**src/rtl/seg7_scan_driver_if.sv**
```systemverilog
// Load-side bus of seg7_scan_driver: display data, per-digit controls, load strobe
// and the pending status returned by the driver.
interface seg7_scan_driver_if #(
  parameter int N_DIGITS = 8
);
  logic [4*N_DIGITS-1:0] value_in;
  logic [N_DIGITS-1:0]   dp_in;
  logic [N_DIGITS-1:0]   digit_en_in;
  logic                  load;
  logic                  pending;

  modport master (
    output value_in, dp_in, digit_en_in, load,
    input  pending
  );

  modport slave (
    input  value_in, dp_in, digit_en_in, load,
    output pending
  );
endinterface

```
**src/rtl/seg7_scan_driver.sv**
```systemverilog
// Multiplexed common-anode seven-segment driver with frame-synchronous double buffering.
// Optional macro LEADING_ZERO_BLANK_EN blanks leading-zero digits above digit 0.
module seg7_scan_driver #(
  parameter int N_DIGITS  = 8,
  parameter int COUNT_MAX = 100000
) (
  input  logic                clock,
  input  logic                reset,
  seg7_scan_driver_if.slave   load_bus,
  output logic [6:0]          segments,
  output logic                dp,
  output logic [N_DIGITS-1:0] anodes,
  output logic                digit_tick
);
  localparam int CNT_W = (COUNT_MAX > 1) ? $clog2(COUNT_MAX) : 1;
  localparam int IDX_W = (N_DIGITS > 1) ? $clog2(N_DIGITS) : 1;

  logic [CNT_W-1:0]      cnt_q, cnt_d;
  logic [IDX_W-1:0]      idx_q, idx_d;
  logic                  digit_tick_q, digit_tick_d;
  logic                  pending_q, pending_d;
  logic [4*N_DIGITS-1:0] stg_value_q, stg_value_d, shd_value_q, shd_value_d;
  logic [N_DIGITS-1:0]   stg_dp_q, stg_dp_d, shd_dp_q, shd_dp_d;
  logic [N_DIGITS-1:0]   stg_en_q, stg_en_d, shd_en_q, shd_en_d;
  logic [6:0]            segments_q, segments_d;
  logic                  dp_q, dp_d;
  logic [N_DIGITS-1:0]   anodes_q, anodes_d;

  logic                  tick, frame;
  logic [N_DIGITS-1:0]   blank;
  logic [3:0]            nib;
  logic                  nib_dp, nib_dark;

  function automatic logic [6:0] hex_decode(input logic [3:0] h);
    case (h)
      4'h0: return 7'h40;  4'h1: return 7'h79;  4'h2: return 7'h24;  4'h3: return 7'h30;
      4'h4: return 7'h19;  4'h5: return 7'h12;  4'h6: return 7'h02;  4'h7: return 7'h78;
      4'h8: return 7'h00;  4'h9: return 7'h10;  4'hA: return 7'h08;  4'hB: return 7'h03;
      4'hC: return 7'h46;  4'hD: return 7'h21;  4'hE: return 7'h06;  default: return 7'h0E;
    endcase
  endfunction

  // NOTE: every always_comb output gets a default first, so no path can infer a latch.
  always_comb begin
    tick         = (cnt_q == CNT_W'(COUNT_MAX - 1));
    frame        = tick && (idx_q == IDX_W'(N_DIGITS - 1));
    cnt_d        = tick ? '0 : cnt_q + 1'b1;
    idx_d        = idx_q;
    if (tick) idx_d = frame ? '0 : idx_q + 1'b1;
    digit_tick_d = tick;

    stg_value_d = stg_value_q;
    stg_dp_d    = stg_dp_q;
    stg_en_d    = stg_en_q;
    shd_value_d = shd_value_q;
    shd_dp_d    = shd_dp_q;
    shd_en_d    = shd_en_q;
    pending_d   = pending_q;

    if (load_bus.load) begin
      stg_value_d = load_bus.value_in;
      stg_dp_d    = load_bus.dp_in;
      stg_en_d    = load_bus.digit_en_in;
      pending_d   = 1'b1;
    end
    // A load landing on the boundary edge bypasses staging straight into the shadow.
    if (frame) begin
      if (load_bus.load) begin
        shd_value_d = load_bus.value_in;
        shd_dp_d    = load_bus.dp_in;
        shd_en_d    = load_bus.digit_en_in;
      end else if (pending_q) begin
        shd_value_d = stg_value_q;
        shd_dp_d    = stg_dp_q;
        shd_en_d    = stg_en_q;
      end
      pending_d = 1'b0;
    end
  end

  always_comb begin
    blank = '0;
`ifdef LEADING_ZERO_BLANK_EN
    begin
      logic zero_above;
      zero_above = 1'b1;
      for (int k = N_DIGITS - 1; k >= 0; k--) begin
        zero_above = zero_above && (shd_value_q[4*k +: 4] == 4'h0);
        blank[k]   = (k != 0) && zero_above && !shd_dp_q[k];
      end
    end
`endif

    nib      = 4'h0;
    nib_dp   = 1'b0;
    nib_dark = 1'b1;
    for (int k = 0; k < N_DIGITS; k++) begin
      if (idx_q == IDX_W'(k)) begin
        nib      = shd_value_q[4*k +: 4];
        nib_dp   = shd_dp_q[k];
        nib_dark = !shd_en_q[k] || blank[k];
      end
    end

    anodes_d   = '1;
    segments_d = 7'h7F;
    dp_d       = 1'b1;
    if (!nib_dark) begin
      anodes_d[idx_q] = 1'b0;
      segments_d      = hex_decode(nib);
      dp_d            = !nib_dp;
    end
  end

  // NOTE: sequential state uses non-blocking assignments so all flops update together.
  always_ff @(posedge clock or negedge reset) begin
    if (!reset) begin
      cnt_q        <= '0;
      idx_q        <= '0;
      digit_tick_q <= 1'b0;
      pending_q    <= 1'b0;
      stg_value_q  <= '0;
      stg_dp_q     <= '0;
      stg_en_q     <= '0;
      shd_value_q  <= '0;
      shd_dp_q     <= '0;
      shd_en_q     <= '0;
      segments_q   <= 7'h7F;
      dp_q         <= 1'b1;
      anodes_q     <= '1;
    end else begin
      cnt_q        <= cnt_d;
      idx_q        <= idx_d;
      digit_tick_q <= digit_tick_d;
      pending_q    <= pending_d;
      stg_value_q  <= stg_value_d;
      stg_dp_q     <= stg_dp_d;
      stg_en_q     <= stg_en_d;
      shd_value_q  <= shd_value_d;
      shd_dp_q     <= shd_dp_d;
      shd_en_q     <= shd_en_d;
      segments_q   <= segments_d;
      dp_q         <= dp_d;
      anodes_q     <= anodes_d;
    end
  end

  assign segments         = segments_q;
  assign dp               = dp_q;
  assign anodes           = anodes_q;
  assign digit_tick       = digit_tick_q;
  assign load_bus.pending = pending_q;
endmodule

```
**src/flat_wrapper.sv**
```systemverilog
// flat-port wrapper written by rule: the top's interface ports become plain ports
module seg7_scan_driver_flat 
#(
  parameter int N_DIGITS  = 8,
  parameter int COUNT_MAX = 100000
)
  (clock, reset, segments, dp, anodes, digit_tick, load_bus_value_in, load_bus_dp_in, load_bus_digit_en_in, load_bus_load, load_bus_pending);
  seg7_scan_driver_if #(.N_DIGITS(N_DIGITS)) load_bus_i ();
  input  logic clock;
  input  logic reset;
  output logic [6:0] segments;
  output logic dp;
  output logic [N_DIGITS-1:0] anodes;
  output logic digit_tick;
  input wire logic [$bits(load_bus_i.value_in)-1:0] load_bus_value_in;
  input wire logic [$bits(load_bus_i.dp_in)-1:0] load_bus_dp_in;
  input wire logic [$bits(load_bus_i.digit_en_in)-1:0] load_bus_digit_en_in;
  input wire logic [$bits(load_bus_i.load)-1:0] load_bus_load;
  output wire logic [$bits(load_bus_i.pending)-1:0] load_bus_pending;
  assign load_bus_i.value_in = load_bus_value_in;
  assign load_bus_i.dp_in = load_bus_dp_in;
  assign load_bus_i.digit_en_in = load_bus_digit_en_in;
  assign load_bus_i.load = load_bus_load;
  assign load_bus_pending = load_bus_i.pending;
  seg7_scan_driver #(.N_DIGITS(N_DIGITS), .COUNT_MAX(COUNT_MAX)) u_core (.clock(clock), .reset(reset), .load_bus(load_bus_i), .segments(segments), .dp(dp), .anodes(anodes), .digit_tick(digit_tick));
endmodule
```
**config.mk**
```make
export PLATFORM = sky130hd
export DESIGN_NAME = seg7_scan_driver_flat
export DESIGN_NICKNAME = d
export VERILOG_FILES = /design/src/rtl/seg7_scan_driver_if.sv /design/src/rtl/seg7_scan_driver.sv /design/src/flat_wrapper.sv
export SDC_FILE = /design/constraint.sdc
export NUM_CORES = 1
export LEC_CHECK = 0
export ABC_AREA = 1
export CAP_MARGIN = 20
export CORE_MARGIN = 3
export CORE_UTILIZATION = 50
export CTS_CLUSTER_SIZE = 12
export DETAILED_ROUTE_END_ITERATION = 10
export MAX_ROUTING_LAYER = met4
export PLACE_DENSITY = 0.72
export SETUP_SLACK_MARGIN = 0.4
export SLEW_MARGIN = 15
export SYNTH_ARGS = -nofsm -noshare
export SYNTH_HDL_FRONTEND = slang
export SYNTH_SLANG_ARGS = --single-unit
```
**constraint.sdc**
```tcl
create_clock -name clock -period 3.2 [get_ports clock]
set_input_delay 0.64 -clock clock [delete_from_list [all_inputs] [get_ports clock]]
set_output_delay 0.64 -clock clock [all_outputs]
set_load 0.02 [all_outputs]
```
==> After elaboration in Yosys (flattened, before gate mapping) <==
Memory sizes are Yosys's and may differ from the RTL's.
Index checks and enable logic that the tools add are counted.
W data, S select, Z words.
{ "op_classes": {"addsub": 2, "order_cmp": 2, "n_eq_ne": 8, "n_mux": 39, "n_bitwise": 1, "n_reduce_logical": 15} }
{ "op_table": {"columns": ["cell", "count"], "rows": [
  ["$mux W32", 2],
  ["$mux W8", 5],
  ["$mux W4", 8],
  ["$mux W1", 20],
  ["$add A17 B1 Y17 const B", 1],
  ["$eq A17 B17 Y1 const B", 1],
  ["$mux W17", 1],
  ["$eq A3 B3 Y1 const B", 4],
  ["$logic_not A1 Y1", 9],
  ["$not A8 Y8", 1],
  ["$mux W7", 1],
  ["$eq A3 B2 Y1 const B", 2],
  ["$lt A3 B4 Y1 const B", 1],
  ["$reduce_bool A2 Y1", 2],
  ["$add A3 B1 Y3 const B", 1],
  ["$demux W1 S3", 1],
  ["$eq A3 B1 Y1 const B", 1],
  ["$ge A3 B1 Y1 const B", 1],
  ["$logic_not A3 Y1", 1],
  ["$mux W3", 1],
  ["$logic_and A1 B1 Y1", 2],
  ["$reduce_and A2 Y1", 1]
]} }
{ "totals": {"reg_bits": 134, "romBits": 112, "in_bits": 51, "output_inout_bits": 18, "word_cells": 81, "memories": 1} }
{ "mem_list": {"columns": ["memory", "depth", "width", "read_ports", "rd_clocked_by_memory_dff", "wr", "line", "rtl"], "rows": [
  ["(name not given)", 16, 7, 1, 0, 0, "seg7_scan_driver.sv:35", "case (h)"]
]} }

==> Logic depth before layout (Yosys ltp) <==
Gate-level depths: netlist (run 1).
{ "depth": {"word_depth": 11, "depth_mapped": 20, "ltp_nobuf": 20} }

==> Worst setup path before layout (run 1) <==
No wires, ideal clock.
{ "synth_timing": {"path_kind": "register -> register", "from": "register u_core.idx_q[0]", "to": "register u_core.segments_q[3] (netlist: u_core.segments[3])", "setup_time_ns": 0.088, "t_arrival_ns": 2.271, "required_time_ns": 3.112, "setup_slack_ns": 0.841, "stages_incl_launch_ff": 19, "path_buffers": 1, "period_less_slack_ns": 2.359, "cell_sequence": "dfrtp_1 > ha_1 > ha_1 > inv_1 > clkbuf_1 > nand2_1 > clkinv_1 > nand2_1 > nand2_1 > nand2_1 > nand2_1 > nand2_1 > a21boi_2 > inv_1 > ha_1 > nand2_1 > nand2_1 > nand2_1 > nand3_1"} }
{ "synth_between": {"elab_chain_len": 11, "word_cells_on_any_way": 26, "classes_between": "eq/ne (7); mux (17); reduce/logical (1); memory (1)"} }
{ "synth_rtl": {"columns": ["item", "line", "rtl"], "rows": [
  ["start, declared", "seg7_scan_driver.sv:19", "logic [IDX_W-1:0] idx_q, idx_d;"],
  ["start signal, assigned", "seg7_scan_driver.sv:133", "idx_q <= idx_d;"],
  ["$logic_not A3 Y1", "seg7_scan_driver.sv:98", "if (idx_q == IDX_W'(k)) begin"],
  ["$mux W4 (8 in series)", "seg7_scan_driver.sv:98", null],
  ["$mem_v2 Z16 W7", null, null],
  ["$mux W7 *", "seg7_scan_driver.sv:108", "if (!nib_dark) begin"],
  ["named net u_core.segments_d[3]", "seg7_scan_driver.sv:25", "logic [6:0] segments_q, segments_d;"],
  ["end signal, assigned", "seg7_scan_driver.sv:142", "segments_q <= segments_d;"],
  ["end, declared", "seg7_scan_driver.sv:25", null]
]} }
The timed path passes the listed nets; every way through them passes the cells marked *.
A chain may end at the register's enable or synchronous reset.

==> Final worst setup path (run 1) <==
{ "layout_timing": {"from": "register u_core.idx_q[1]", "to": "register u_core.segments_q[1] (netlist: u_core.segments[1])"} }
The elaborated chain is that of the path after synthesis.

==> results of run 1 <==
## layout by cell type (no fill, tap or decap), types with 3 or more instances in the layout
cell,instances
clkinv_4,4
nor3_1,3
o21ai_2,3
inv_6,4
o211ai_1,3
buf_4,6
dfrtp_1,117
a21oi_1,6
ha_1,12
bufinv_16,5
dfstp_2,16
nand4_1,6
inv_1,43
nand2_1,393
nand3_1,27
o21ai_0,12
nor2_1,38
inv_2,8
nor4_1,3
nor2_2,3
nor2_4,3
nand2_2,12
xor2_1,9
clkbuf_16,17
clkdlybuf4s50_1,66
## power breakdown
| group | switching (uW) | total [uW] | internal [uW] |
|---|---|---|---|
| Sequential | 32.1 | 1810 | 1780 |
| Clock | 772 | 2180 | 1410 |
| Combinational | 161 | 278 | 118 |
## layer usage
layer  vias to the layer above  global-route usage, %
met4                         0                   7.11
met1                      2288                   27.7
li1                       2482                      -
met3                        20                   4.57
met5                         -                      -
met2                       108                   33.2
## worst paths after layout
| path | slack, ns | startpoint | cells after the start | endpoint |
|---|---|---|---|---|
| setup / recovery | 0.71 | u_core.idx_q[1] | 20 | u_core.segments[1] |
| hold / removal | 0.28 | reset | 1 | u_core.shd_value_q[25] |
| setup reg to reg | 0.71 | u_core.idx_q[1] | 20 | u_core.segments[1] |
| hold reg to reg | 0.45 | u_core.shd_dp_q[7] | 1 | u_core.dp |
| max in group asynchronous | 2.04 | reset | 2 | u_core.shd_value_q[28] |
| min in group clock | 0.45 | u_core.shd_dp_q[7] | 1 | u_core.dp |
## stage by stage
stage	hold WS, ns	power (uW)	instances	utilization [%]
after detailed placement	0.433	2120	980	58.3
after CTS	0.295	4300	1012	63.9
after global placement	0.437	2110	980	58.3
final	0.278	4270	1012	64.0
after global routing	0.320	4420	1012	64.0
after floorplan	0.344	1970	761	-
## layout make-up
type	instances	area (um^2)
multi-input cells	550	2510
well taps	168	210
flip-flops and latches	134	3370
inverters	53	199
clock buffers	17	425
repair buffers	75	751
clock inverters	15	243
fillers	1017	4350
## logic make-up (layout without fill, tap and decap cells)
family / count (synthesis) / count (layout)
XOR/XNOR: 10 / 10
AND/OR/NAND/NOR: 498 / 498
buffers and inverters: 77 / 160
AO/OA/AOI/OAI: 29 / 29
flip-flops: 134 / 134
adder cells (fa/ha/maj): 13 / 13
## state kept, by name (all words and copies together), names as in the netlist
| name | count |
|---|---|
| u_core.dp | 1 |
| u_core.shd_en_q | 8 |
| u_core.anodes | 8 |
| u_core.stg_en_q | 8 |
| u_core.segments | 7 |
| u_core.digit_tick | 1 |
| u_core.cnt_q | 17 |
| u_core.stg_value_q | 32 |
| u_core.shd_dp_q | 8 |
| u_core.idx_q | 3 |
| u_core.shd_value_q | 32 |
| u_core.load_bus.pending | 1 |
| u_core.stg_dp_q | 8 |
==> metrics.csv, run 1 <==
stage,metric,value,unit
drt,firstDrtPassIters,5,
timing,rsz0062_at_grt,no,
synthesis,synthTopCellsByCount,"393 x nand2_1, 118 x dfrtp_1, 44 x inv_1",
drt,drc,0,
timing,slew_headroom,44.5,%
floorplanning,io_pins,69,
synthesis,synth-async-reset-ratio,100,%
worst_setup_path,crit_top_cell,nand2_1,
worst_setup_path,critPathCaptureType,flip-flop,
timing,finalClockSkew,0.0108,ns
clocking,postCtsResizedCells,0,
synthesis,synthMuxAreaShare,0,%
worst_setup_path,crit_buf_inv,3,
synthesis,synth_xor_area_share,1.41,%
worst_setup_path,crit_fanout,6,
drt,drt_iter0_markers,286,
drt,wl,13.2,mm
final_layout,final_area,7720,um^2
worst_setup_path,path_class,reg2reg,
synthesis,synth_edf_count,0,
global_routing,antenna_found_initial,0,
synthesis,synth_cells,761,
worst_setup_path,path_cells,inv_1 > ha_2 > inv_2 > nor2_4 > nand2_1 > nand2_1 > nand2_1 > nand2_1 > nand2_1 > nand2_1 > nand2_1 > nand2_1 > nand2_1 > nand2_1 > inv_1 > ha_1 > nand2_1 > nor2_1 > nor2_1 > nand2_1,
synthesis,synth_compound_area_share,2.88,%
global_routing,grt-ovfl-total,0,
timing,min_period_over_period,77.9,%
final_layout,area_growth,24.1,%
timing,hold_viol,0,
clocking,cts_setup_buffers,0,
placed_design,placed_area,7040,um^2
clocking,root_buffer,clkbuf_16,
timing,setup_slack,0.707,ns
floorplanning,core,12100,um^2
synthesis,synth_flop_cell,dfrtp_1,
drt,wl_met1,6.20,mm
floorplanning,start_util,51.6,%
global_routing,grt_use_total,21.2,%
synthesis,synth-warning-count,0,
placed_design,dp_hpwl,9.38,mm
placed_design,gp_congestion,0.922,
job,maxCapViolCount,0,
final_layout,layout-drive-gt1-share,11.7,%
synthesis,synth_area_leaders,"dfrtp_1 47%, nand2_1 24%, dfstp_2 6.8%",
floorplanning,die_area,13800,um^2
floorplanning,die_w,118,um
synthesis,synth_nets,825,
hold_path,hold_class,in2async,
drt,routed-wl-met2,6.28,mm
clocking,cts_buffer_depth,2,
final_layout,num_antenna_cells,0,
drt,avgRoutedWirePerCell,13.1,um
placed_design,pre_cts_ws,0.521,ns
clocking,clkTransAtPathRegs,0.06,ns
timing,clock.fmax,401,MHz
clocking,cts_tree,done,
timing,finalMaxSlewViolations,0,
clocking,cts_sinks,134,
worst_setup_path,crit_path_top_delay_cell,dfrtp_1,
floorplanning,num_rows,40,
worst_setup_path,cp.required,3.54,ns
worst_setup_path,max_stage_delay,0.43,ns
power,ir_worst_vdd,0.308,mV
synthesis,synth_fa_ha_area_share,2.62,%
worst_setup_path,critPathLaunchType,flip-flop,
synthesis,ys_ff_latch,134,
floorplanning,die_h,118,um
drt,via_count,4898,
synthesis,synth_top_area_cell,dfrtp_1,
global_routing,grt_pass1_wl,23.3,mm
clocking,cts_buffers,17,
drt,postRouteAntennaNets,0,
clocking,clk_latency,0.41,ns
synthesis,synth_top_area_share,47.5,%
global_routing,grt_pass1_vias,4954,
synthesis,synth-simple-area-share,33.4,%
synthesis,synth_top_family_by_area,simple AND/OR/NAND/NOR gates,
power,p_leak,0.00402,uW
timing,setup_tns,0,ns
synthesis,postSynthAreaPerCell,8.17,um^2
synthesis,synth_cell_type_count,39,
placed_design,port_buffers,68,
drt,viasPerCell,4.84,
status,status,finished clean,
drt,maxUsedRoutingLayer,met4,
timing,final-setup-viol-count,0,
drt,dr_wl_met3,538,um
timing,tightest_slew,0.832,ns
synthesis,syn-cell-area,6220,um^2
timing,layout_min_cycle_time,2.49,ns
global_routing,grt_max_degree,53,
worst_setup_path,crit_family,simple AND/OR/NAND/NOR gates,
synthesis,seq_area_frac_synth,54.2,%
power,power_density,553,nW/um^2
synthesis,synth_most_common_cell,nand2_1,
clocking,ctsHoldBuffers,0,
final_layout,layout.nets,895,
worst_setup_path,arrival,2.83,ns
clocking,htree_levels,4,
Note: power is estimated with default switching activity, not from simulation.
==> run 2: changes to the inputs <==
- clock period: 3.2 -> 2.4 ns (I/O delays scaled with it)
==> run 2 against run 1 <==
Against the previous run:
- utilization up 4.6 points
- wire length increased by 16%
- via count increased by 5.9%
- combinational power up 52%
- fmax rose by 7.2%
- clock skew fell by 0.0039 ns
- final cell count grew 3.5%
- highest routed layer unchanged
==> metrics.csv, run 2 (synthesized netlist as in run 1, its figures left out) <==
stage,metric,value,unit
status,status,finished clean,
timing,hold_viol,0,
global_routing,grt-ovfl-total,0,
final_layout,num_antenna_cells,0,
timing,hold_ws,0.0481,ns
final_layout,final_common_cell,nand2_1,
drt,wl,15.3,mm
final_layout,area_growth,32.9,%
timing,clock.fmax,430,MHz
worst_setup_path,cp.required,2.74,ns
timing,layout_min_cycle_time,2.32,ns
global_routing,grt_pass1_vias,5215,
clocking,ctsHoldBuffers,0,
floorplanning,core,12100,um^2
timing,finalClockSkew,0.00690,ns
final_layout,top_regs,"u_core.shd_value_q x32, u_core.stg_value_q x32, u_core.cnt_q x17",
final_layout,final_cell_mix,"379 x nand2_1, 115 x dfrtp_1, 50 x clkdlybuf4s50_1",
hold_path,hold_class,in2async,
drt,viasPerCell,4.95,
floorplanning,num_rows,40,
drt,postRouteAntennaNets,0,
clocking,htree_levels,4,
drt,drc,0,
placed_design,port_buffers,68,
final_layout,final_area,8270,um^2
timing,final-setup-viol-count,0,
power,power_density,665,nW/um^2
floorplanning,die_h,118,um
drt,firstDrtPassIters,4,
final_layout,stdcell_count,1047,
worst_setup_path,critPathLaunchType,flip-flop,
placed_design,placed_area,7140,um^2
placed_design,gp_congestion,0.895,
floorplanning,io_pins,69,
clocking,cts_buffer_depth,2,
drt,via_count,5186,
final_layout,postLayoutCoreUtil,68.5,%
power,ir_worst_vdd,0.529,mV
clocking,root_buffer,clkbuf_16,
global_routing,grt_max_degree,53,
clocking,cts_tree,done,
worst_setup_path,reg2regPathDepth,19,
power,p_leak,0.00421,uW
global_routing,grt_use_total,22.1,%
timing,tightest_slew,0.559,ns
final_layout,layout-drive-gt1-share,20.0,%
worst_setup_path,arrival,2.66,ns
worst_setup_path,crit_fanout,5,
clocking,clkTransAtPathRegs,0.06,ns
drt,avgRoutedWirePerCell,14.6,um
global_routing,grt_pass1_wl,24.3,mm
floorplanning,die_w,118,um
job,maxCapViolCount,0,
clocking,cts_sinks,134,
placed_design,dp_cells,986,
global_routing,antenna_found_initial,0,
timing,finalMaxSlewViolations,0,
worst_setup_path,path_class,reg2reg,
timing,rsz0062_at_grt,yes,
clocking,cts_buffers,17,
timing,min_period_over_period,96.9,%
worst_setup_path,critPathCaptureType,flip-flop,
clocking,clk_latency,0.43,ns
placed_design,dp_hpwl,9.38,mm
floorplanning,start_util,51.6,%
drt,drt_iter0_markers,318,
floorplanning,die_area,13800,um^2
timing,slew_headroom,62.7,%
final_layout,layout.nets,930,
-- run 2: layer usage --
metal  global-route usage, %  up-vias  share of wire [%]
met5                       -        -                  0
met4                    8.42        0                1.5
met3                    5.48       23                5.7
met2                    34.5      144                 49
met1                    28.3     2459                 44
li1                        -     2560                  -
-- run 2: layout make-up --
type | count | area (um^2)
clock buffers | 20 | 457
clock inverters | 12 | 153
fillers | 923 | 3800
inverters | 53 | 221
multi-input cells | 551 | 2800
flip-flops and latches | 134 | 3380
well taps | 168 | 210
repair buffers | 109 | 1050
-- run 2: worst max-delay path: stages, from the launching register on --
cell      delay, ns
dfrtp_2        0.46
buf_6          0.14
ha_4           0.17
buf_6          0.12
nor2_4         0.09
nand2_1        0.05
nand2_1        0.05
nand2_1        0.04
nand2_1        0.05
nand2_1        0.04
nand2_1        0.07
nand2_1        0.06
nand2_2        0.10
a21boi_4       0.08
buf_6          0.14
ha_4           0.17
inv_2          0.07
nand3_1        0.10
nand3_1        0.12
nand3_1        0.10
-- run 2: report_power, final --
| group | switching (uW) | internal, uW |
|---|---|---|
| Clock | 974 | 1680 |
| Sequential | 40.7 | 2370 |
| Combinational | 244 | 179 |
| Total | 1260 | 4240 |
-- run 2: final timing paths --
path / from / to / slack, ns
max in group asynchronous: reset / u_core.stg_value_q[10] / 1.68
worst min-delay path: reset / u_core.stg_en_q[3] / 0.05
min in group clock: u_core.shd_dp_q[7] / u_core.dp / 0.44
worst min register to register: u_core.shd_dp_q[7] / u_core.dp / 0.44
worst max-delay path: u_core.idx_q[0] / u_core.segments[3] / 0.08
worst max register to register: u_core.idx_q[0] / u_core.segments[3] / 0.08
-- run 2: repair_timing --
action / 4_1_cts / 5_1_grt
gates resized for setup: 41 / 44
endpoints found under the setup margin: 31 / 60
cloned: 0 / 3
buffers inserted: 13 / 13
hold endpoints to repair: 0 / 0
pin swaps: 19 / 28
-- run 2: stage by stage --
stage / power, uW / setup WS [ns] / setup TNS, ns
after floorplan: 2630 / 0.313 / 0
after global placement: 2820 / 0.129 / 0
after detailed placement: 2840 / -0.00332 / -0.00332
after CTS: 5490 / 0.196 / 0
after global routing: 5700 / -0.0460 / -0.0754
final: 5490 / 0.0753 / 0
==> run 3: changes to the inputs <==
- CORE_UTILIZATION: 50 -> 30
- PLACE_DENSITY: 0.72 -> default
- TNS_END_PERCENT: default -> 1
==> run 3 against run 2 <==
Against the previous run:
- sequential power is essentially flat
- clock power shrank 8.6%
- via count is 5.2% lower
- critical endpoint is now u_core.segments[1]
- highest routed layer unchanged
- fmax grew 3.4%
- utilization shrank 28 points
- clock skew rose by 0.00079 ns
- first-iteration DRC count increased by 9.7%
- critical path depth is the same
- critical path type unchanged
- worst setup slack improved by 0.076 ns
- global-route usage down 8.0 points
==> metrics.csv, run 3 (synthesized netlist as in run 1, its figures left out) <==
stage,metric,value,unit
final_layout,num_antenna_cells,0,
clocking,cts_buffer_depth,2,
drt,drt_iter0_markers,349,
drt,avgRoutedWirePerCell,12.7,um
placed_design,gp_congestion,0.851,
hold_path,hold_class,in2async,
job,maxCapViolCount,0,
clocking,root_buffer,clkbuf_16,
worst_setup_path,arrival,2.60,ns
power,p_leak,0.00414,uW
power,ir_worst_vdd,0.324,mV
placed_design,pre_cts_ws,0.0293,ns
floorplanning,start_util,30.6,%
clocking,ctsHoldBuffers,0,
worst_setup_path,setup.worst_path.end,u_core.segments[1],
global_routing,grt_pass1_vias,5149,
timing,setup_tns,0,ns
worst_setup_path,path_class,reg2reg,
drt,drc,0,
timing,setup_slack,0.151,ns
global_routing,grt_pass1_wl,24.8,mm
worst_setup_path,path_cells,buf_12 > ha_4 > buf_4 > nor2_1 > nand2_1 > nand2_1 > nand2_1 > nand2_1 > nand2_1 > nand2_1 > nand2_1 > nand2_2 > a21boi_4 > buf_6 > ha_4 > nand2_2 > nor2_2 > nor2_1 > nand2_1,
final_layout,stdcell_count,1138,
worst_setup_path,max_stage_delay,0.47,ns
clocking,clkTransAtPathRegs,0.06,ns
floorplanning,core,20300,um^2
drt,dr_wl_met3,549,um
floorplanning,num_rows,52,
drt,firstDrtPassIters,6,
worst_setup_path,r2r_start,u_core.idx_q[0],
timing,clock.fmax,445,MHz
timing,hold_viol,0,
timing,final-setup-viol-count,0,
drt,wl_met1,7.16,mm
floorplanning,io_pins,69,
drt,viasPerCell,4.32,
final_layout,area_growth,30.9,%
placed_design,dp_hpwl,10.1,mm
status,status,finished clean,
final_layout,final_cell_mix,"385 x nand2_1, 116 x dfrtp_1, 66 x clkdlybuf4s50_1",
global_routing,grt-ovfl-total,0,
power,switching_share,22.8,%
timing,tightest_slew,0.489,ns
final_layout,layout-drive-gt1-share,16.9,%
floorplanning,die_w,150,um
worst_setup_path,critPathCaptureType,flip-flop,
final_layout,final_common_cell,nand2_1,
floorplanning,die_h,150,um
worst_setup_path,r2r_slack,0.15,ns
global_routing,antenna_found_initial,0,
timing,rsz0062_at_grt,yes,
worst_setup_path,critPathLaunch,u_core.idx_q[0],
timing,min_period_over_period,93.7,%
power,power_density,646,nW/um^2
placed_design,port_buffers,68,
timing,layout_min_cycle_time,2.25,ns
worst_setup_path,crit_top_cell,nand2_1,
clocking,htree_levels,4,
drt,maxUsedRoutingLayer,met4,
worst_setup_path,reg2reg_to,u_core.segments[1],
floorplanning,die_area,22500,um^2
drt,routed-wl-met2,6.46,mm
worst_setup_path,critPathLaunchType,flip-flop,
drt,wl,14.4,mm
worst_setup_path,crit_path_top_delay_cell,dfrtp_2,
placed_design,dp_cells,1087,
worst_setup_path,crit_fanout,5,
worst_setup_path,cp.required,2.76,ns
timing,finalMaxSlewViolations,0,
final_layout,layout.nets,919,
clocking,clk_latency,0.42,ns
timing,slew_headroom,67.4,%
global_routing,grt_use_total,14.2,%
timing,finalClockSkew,0.00769,ns
power,clock_power_share,46.3,%
clocking,cts_buffers,17,
clocking,cts_tree,done,
drt,via_count,4916,
power,internal_power,4060,uW
power,p_sw,1200,uW
global_routing,grt_max_degree,79,
power,seq_power_share,45.9,%
clocking,cts_sinks,134,
final_layout,top_regs,"u_core.shd_value_q x32, u_core.stg_value_q x32, u_core.cnt_q x17",
final_layout,fill_cells,2084,
power,combPwrFrac,7.8,%
drt,postRouteAntennaNets,0,
worst_setup_path,reg2regPathDepth,19,
run 3: worst min-delay path by stage:
stage	from	end	slack [ns]	cells after the start
2_1_floorplan	reset	u_core.cnt_q[0]	0.18	0
3_3_place_gp	u_core.stg_dp_q[5]	u_core.stg_dp_q[5]	0.45	2
3_5_place_dp	u_core.shd_dp_q[7]	u_core.dp	0.45	1
4_1_cts	reset	u_core.stg_dp_q[7]	0.07	2
5_1_grt	reset	u_core.stg_dp_q[6]	0.09	2
6_report	reset	u_core.stg_dp_q[7]	0.07	2
run 3: final cells by class:
cell class | instances | area (um^2) | share of cell area [%]
Clock buffer | 21 | 440 | 5.41
Clock inverter | 11 | 109 | 1.34
Timing Repair Buffer | 99 | 987 | 12.1
Tap cell | 270 | 338 | 4.15
Sequential cell | 134 | 3380 | 41.5
Inverter | 53 | 214 | 2.63
Multi-Input combinational cell | 550 | 2680 | 32.9
run 3: per-layer routing:
metal,vias to the layer above,global-route usage [%]
met5,-,-
li1,2528,-
met2,91,21.8
met1,2285,18.6
met4,0,4.85
met3,12,3.12
run 3: power by group through the flow:
stage	logic, uW	clock network, uW	registers (uW)
CTS	409	2500	2420
floorplan	179	0	2450
detailed placement	389	0	2450
global route	470	2600	2430
global placement	384	0	2450
finish	411	2430	2420
run 3: repair_timing:
item	in CTS	in global routing
pin swaps	15	13
resized for setup	23	14
setup buffers	17	2
endpoints found under the setup margin	32	84
run 3: critical path: cells and delay by family (launching register included):
kind	cells	cell delay [ns]
and+or+nand+nor	13	0.83
AOI/OAI and AO/OA	1	0.07
adders and majority gates	2	0.41
DFF	1	0.47
buffers and inverters	3	0.41
run 3: per-stage QoR:
stage               cell area (um^2)  power [uW]  hold WS [ns]  utilization (%)
finish                          8140        5260        0.0683             40.1
global route                    8140        5490        0.0900             40.1
CTS                             8080        5330        0.0692             39.8
detailed placement              7280        2840         0.450             35.8
global placement                7280        2840         0.452             35.8
floorplan                       6280        2630         0.184                -
